==> src/rtl/clken_nco.sv <==
// clken_nco: multi-channel NCO clock-enable generator.
// Strobes are held idle until the PLL lock has been qualified.
module clken_nco #(
    parameter int NUM_CH      = 4,
    parameter int ACC_W       = 32,
    parameter int LOCK_CYCLES = 1024,
    parameter logic [NUM_CH*ACC_W-1:0] INC_INIT =
        {NUM_CH{ACC_W'(32'h4000_0000)}},
    localparam int CH_W = (NUM_CH > 1) ? $clog2(NUM_CH) : 1
) (
    input  logic              clk,
    input  logic              reset_n,
    input  logic              locked_i,
    input  logic [NUM_CH-1:0] ch_en_i,
    input  logic              sync_i,
    input  logic              cfg_we_i,
    input  logic [CH_W-1:0]   cfg_ch_i,
    input  logic [ACC_W-1:0]  cfg_inc_i,
    output logic [NUM_CH-1:0] clken_o,
    output logic              ready_o
);

    localparam int CNT_W = $clog2(LOCK_CYCLES + 1);

    typedef enum logic {
        WAIT_LOCK = 1'b0,
        RUN       = 1'b1
    } state_e;

    state_e             state_q, state_d;
    logic [CNT_W-1:0]   cnt_q, cnt_d;
    logic               lock_meta_q, lock_s_q;
    logic [ACC_W-1:0]   acc_q [NUM_CH];
    logic [ACC_W-1:0]   acc_d [NUM_CH];
    logic [ACC_W-1:0]   inc_q [NUM_CH];
    logic [ACC_W-1:0]   inc_d [NUM_CH];
    logic [ACC_W:0]     sum   [NUM_CH];
    logic [NUM_CH-1:0]  clken_q, clken_d;
    logic               run_go;

    always_ff @(posedge clk or negedge reset_n) begin
        if (!reset_n) begin
            state_q     <= WAIT_LOCK;
            cnt_q       <= '0;
            lock_meta_q <= 1'b0;
            lock_s_q    <= 1'b0;
            clken_q     <= '0;
            for (int i = 0; i < NUM_CH; i++) begin
                acc_q[i] <= '0;
                inc_q[i] <= INC_INIT[i*ACC_W +: ACC_W];
            end
        end else begin
            state_q     <= state_d;
            cnt_q       <= cnt_d;
            lock_meta_q <= locked_i;
            lock_s_q    <= lock_meta_q;
            clken_q     <= clken_d;
            for (int i = 0; i < NUM_CH; i++) begin
                acc_q[i] <= acc_d[i];
                inc_q[i] <= inc_d[i];
            end
        end
    end

    // Transition fires on the edge where the count would reach LOCK_CYCLES.
    always_comb begin
        state_d = state_q;
        cnt_d   = cnt_q;
        case (state_q)
            WAIT_LOCK: begin
                if (!lock_s_q) begin
                    cnt_d = '0;
                end else if (cnt_q == CNT_W'(LOCK_CYCLES - 1)) begin
                    state_d = RUN;
                    cnt_d   = '0;
                end else begin
                    cnt_d = cnt_q + CNT_W'(1);
                end
            end
            RUN: begin
                if (!lock_s_q) begin
                    state_d = WAIT_LOCK;
                    cnt_d   = '0;
                end
            end
        endcase
    end

    genvar g;
    generate
        for (g = 0; g < NUM_CH; g++) begin : g_sum
            assign sum[g] = {1'b0, acc_q[g]} + {1'b0, inc_q[g]};
        end
    endgenerate

    // Sync and unlock both win over accumulation by zeroing run_go.
    always_comb begin
        run_go  = (state_q == RUN) && lock_s_q && !sync_i;
        clken_d = '0;
        for (int i = 0; i < NUM_CH; i++) begin
            acc_d[i] = '0;
            inc_d[i] = inc_q[i];
            if (run_go && ch_en_i[i]) begin
                acc_d[i]   = sum[i][ACC_W-1:0];
                clken_d[i] = sum[i][ACC_W];
            end
            if (cfg_we_i && (cfg_ch_i == CH_W'(i))) begin
                inc_d[i] = cfg_inc_i;
            end
        end
    end

    always_comb begin
        ready_o = (state_q == RUN);
        clken_o = clken_q;
    end

endmodule
==> config.mk <==
export PLATFORM = sky130hd
export DESIGN_NAME = clken_nco
export DESIGN_NICKNAME = d
export VERILOG_FILES = /design/src/rtl/clken_nco.sv
export SDC_FILE = /design/constraint.sdc
export NUM_CORES = 1
export LEC_CHECK = 0
export ABC_AREA = 1
export BUFFER_PORTS_ARGS = -buffer_cell sky130_fd_sc_hd__buf_2
export CORE_MARGIN = 3
export CORE_UTILIZATION = 40
export CTS_CLUSTER_SIZE = 24
export DETAILED_ROUTE_END_ITERATION = 6
export GPL_TIMING_DRIVEN = 1
export PLACE_DENSITY = 0.55
export SLEW_MARGIN = 20
export SYNTH_ARGS = -nofsm -noshare
export SYNTH_HDL_FRONTEND = slang
export SYNTH_SLANG_ARGS = --single-unit
==> constraint.sdc <==
create_clock -name clk -period 1.6 [get_ports clk]
set_input_delay 0.16 -clock clk [delete_from_list [all_inputs] [get_ports clk]]
set_output_delay 0.16 -clock clk [all_outputs]
set_load 0.05 [all_outputs]
== Yosys cells after proc, flatten, opt, wreduce, memory -nomap -nowiden ==
Index checks and enable logic that the tools add are counted.

* Add/sub/neg operators: 5
* Reductions and logical operators: 12
* Equality and inequality tests: 5
* Multiplexer cells: 16
* Bitwise logic cells: 1

{| class="wikitable"
|+ Operator list
! operator !! count
|-
| $add 32x32->33 || 4
|-
| $mux 32 || 4
|-
| $mux 11 || 3
|-
| $pmux 11 s2 || 1
|-
| $add 11x1->11 const B || 1
|-
| $eq 11x10->1 const B || 1
|-
| $logic_and 1x1->1 || 10
|-
| $mux 1 || 7
|-
| $eq 2x2->1 const B || 2
|-
| $eq 2x1->1 const B || 1
|-
| $logic_not 2->1 || 1
|-
| $ne 2x2->1 const B || 1
|-
| $pmux 1 s2 || 1
|-
| $logic_not 1->1 || 1
|-
| $not 1->1 || 1
|}

* Input bits: 43
* Register bits: 274
* Output and inout bits: 5

== Depth between registers and ports, before layout ==
* Depth after elaboration: 4
* Gate-level depth with buffers: 13
* Gate-level depth less buffers: 13

== Worst setup path after synthesis ==
No wires, ideal clock.

* Kind: reg-to-reg
* Start: reg inc_q[96] (netlist name)
* End: reg acc_q[124] (netlist name)
* Period minus slack after synthesis: 1.748 ns
* Data arrival time: 1.629 ns
* Library setup time: 0.119 ns
* Slack: -0.148 ns
* Data required time: 1.481 ns
* Stages on the path, launching flop included: 12
* Path buffers: 0
* Path through: dfrtp_1 > ha_1 > inv_1 > fa_1 > inv_1 > nand3_1 > nand3_1 > nand3_1 > nand3_1 > nand2_1 > a21oi_1 > nor2_1

{| class="wikitable"
|+ RTL lines
! what !! RTL line !! RTL
|-
| from (decl) || 35 || <nowiki>logic [ACC_W-1:0] inc_q [NUM_CH];</nowiki>
|-
| from (signal, indexed assignment) || 50 || <nowiki>inc_q[i] <= INC_INIT[i*ACC_W +: ACC_W];</nowiki>
|-
| from (signal, indexed assignment) || 60 || <nowiki>inc_q[i] <= inc_d[i];</nowiki>
|-
| to (signal, indexed assignment) || 59 || <nowiki>acc_q[i] <= acc_d[i];</nowiki>
|-
| to (decl) || 33 || <nowiki>logic [ACC_W-1:0] acc_q [NUM_CH];</nowiki>
|}

==> results.ini <==
[timing]
finalCritPeriodShare_pct = 119
rsz0062_at_grt = yes
fin_ws_ns = -0.297
hold_violations = 0
finalSetupViolCount = 109
slew_viol_final = 0
fin_setup_tns_ns = -16.11
fin_crit_ns = 1.90
finClkSkew_ns = 0.0172
slew_headroom_pct = 61.5
fmax_ghz = 0.527
tightestPinTransition_ns = 0.577

[route]
first_iter_violations = 1223
num_vias = 19572
remaining_drc_errors = 0
via_per_inst = 5.04
wl_mm = 67.3
drt_pass1_iterations = 6
postRouteAntennaNets = 0
wl_per_cell_um = 17.3

[grt]
gr-total-overflow = 0
grt_pass1_wl_mm = 103
grt_max_degree = 65
grt_pass1_vias = 19173
grt_usage_pct = 26.1
antenna_found_initial = 6

[floorplan]
die-height_um = 223
core_area_sq_um = 46000
num_rows = 78
io_pins = 48
fp.dieW_um = 223
initial_core_util_pct = 40.9
die-area_sq_um = 49700

[power]
power.leakage_nw = 15.7
ir_drop_uv = 808
powerDensity_nw_per_um2 = 756

[setup_path]
worstPathCellList = ha_2, inv_2, fa_2, inv_4, buf_12, buf_6, nand3_4, nand3_4, nand2_4, nand3_2, nand2_2, nand2_2, nor2_2
crit_fanout = 3
cp_slowest_cell = fa_2
slowest_delay_ns = 0.37
critical_path_arrival_ns = 2.33
required_ns = 2.04
start_kind = flip-flop
critPathKind = reg2reg
end_kind = flip-flop

[synth]
netlist.area_leader.share_pct = 35.9
synth_warnings = 0
synthCells = 2858
synth.area.top_cells = dfrtp_1 36%, nand2_1 20%, inv_1 10%
ys_ff_latch = 274
syn_area_sq_um = 18800
synth-async-reset-ratio_pct = 100
ys.flop_type = dfrtp_1
synth-seq-area-share_pct = 36.5
synth_nets = 3034
yosysTopAreaCell = dfrtp_1
synth_edf_count = 0
synth.avg_cell_area_sq_um = 6.58
synth.distinct_cells = 35

[hold_path]
hp-class = in2reg

[finish]
final_common_cell = nand2_1
final_cell_mix = 690 x nand2_1, 451 x inv_1, 258 x dfrtp_1
final_layout_size_suffix_gt1_share_pct = 42.5
nNetsFinal = 3431
area_delta_synth_final_pct = 56.8

[placement]
pre_cts_ws_ns = -0.339
gp_congestion = 0.955
portBuffers = 47
dp_hpwl_mm = 45.1

[status]
violations = negative setup slack
outcome = finished, violations left

[clocking]
clock-sinks = 274
cts_tree = yes
path_clk_slew_ns = 0.06
cts_buffers = 35
clk_path_buf_depth = 3
root_buffer = clkbuf_16
clk_latency_ns = 0.55
h-tree-depth = 2

[run]
maxCapViolations = 0

-- power breakdown --
| group | switching (mW) | internal, mW | leakage (nW) |
|---|---|---|---|
| Sequential | 0.596 | 7.48 | 3.61 |
| Clock | 3.30 | 5.36 | 0.607 |
| Combinational | 3.02 | 2.55 | 11.4 |
-- final timing paths --
check,from,endpoint,slack (ns),cells past startpoint
min,cfg_inc_i[15],inc_q[15],0.02,3
max reg2reg,inc_q[64],acc_q[90],-0.30,13
min reg2reg,lock_meta_q,lock_s_q,0.35,0
min in group asynchronous,reset_n,ready_o,0.08,2
max in group asynchronous,reset_n,inc_q[62],0.85,3
max,inc_q[64],acc_q[90],-0.30,13
-- kinds of logic (layout without fill, tap and decap cells) --
family          after synthesis  count (layout)  synth area share [%]
compound gates              364             364                  9.97
xor+xnor                     22              22                  1.02
fa+ha+maj                   133             133                  9.00
buf+inv                     566             988                  11.5
flops                       274             274                  36.5
other cells                   0               1                     0
simple gates               1499            1499                  32.0
-- sequential cells by signal, summed over array words and instances (netlist names) --
register     cells
acc_q          128
clken_o          4
cnt_q           11
inc_q          128
lock_meta_q      1
lock_s_q         1
ready_o          1
-- what timing repair did --
item | in CTS | in global routing
buffers inserted | 75 | 51
setup endpoints to repair | 116 | 130
pin swaps | 280 | 284
resized for setup | 742 | 548
hold buffers | 3 | 0
endpoints found under the hold margin | 276 | 0
-- final cells by class --
type | count | area (sq um)
antenna | 1 | 2.50
clock buffer | 46 | 1000
clock inverter | 16 | 235
fill | 3776 | 16500
inverter | 533 | 2090
multi-input combinational | 2018 | 15200
sequential | 274 | 6880
tap | 600 | 751
timing repair buffer | 393 | 3390
-- critical path: cells and delay by family, from the launching register on --
family,cells,cell delay (ns)
buf+inv,4,0.33
simple gates,7,0.54
fa+ha+maj,2,0.56
flops,1,0.35
-- metal layers --
layer  share of wire [%]  GRT usage, %
met1                  45          36.5
met2                  46          41.4
met3                 5.8          4.17
met4                 3.2          8.76
met5                   0             0
-- synth_stat cells, types with 18 or more instances --
cell and n:
a21oi_1 162, clkbuf_1 25, dfrtp_1 270, ha_1 129
inv_1 522, nand2_1 1017, nand3_1 138, nor2_1 251
nor3_1 34, o21ai_0 152, o21ai_1 26, xnor2_1 18
-- stage by stage --
stage	total power [mW]	utilization [%]	instances	hold slack, ns	area, sq um
after floorplan	9.79	-	2858	-0.136	19000
after global placement	11.4	47.3	3711	0.0469	21800
after detailed placement	11.4	47.3	3711	0.0475	21800
after CTS	21.6	58.9	3845	0.0136	27100
after global routing	23.3	64.2	3880	0.0421	29500
final	22.3	64.2	3881	0.0242	29500
Note: power is estimated with default switching activity, not from simulation.
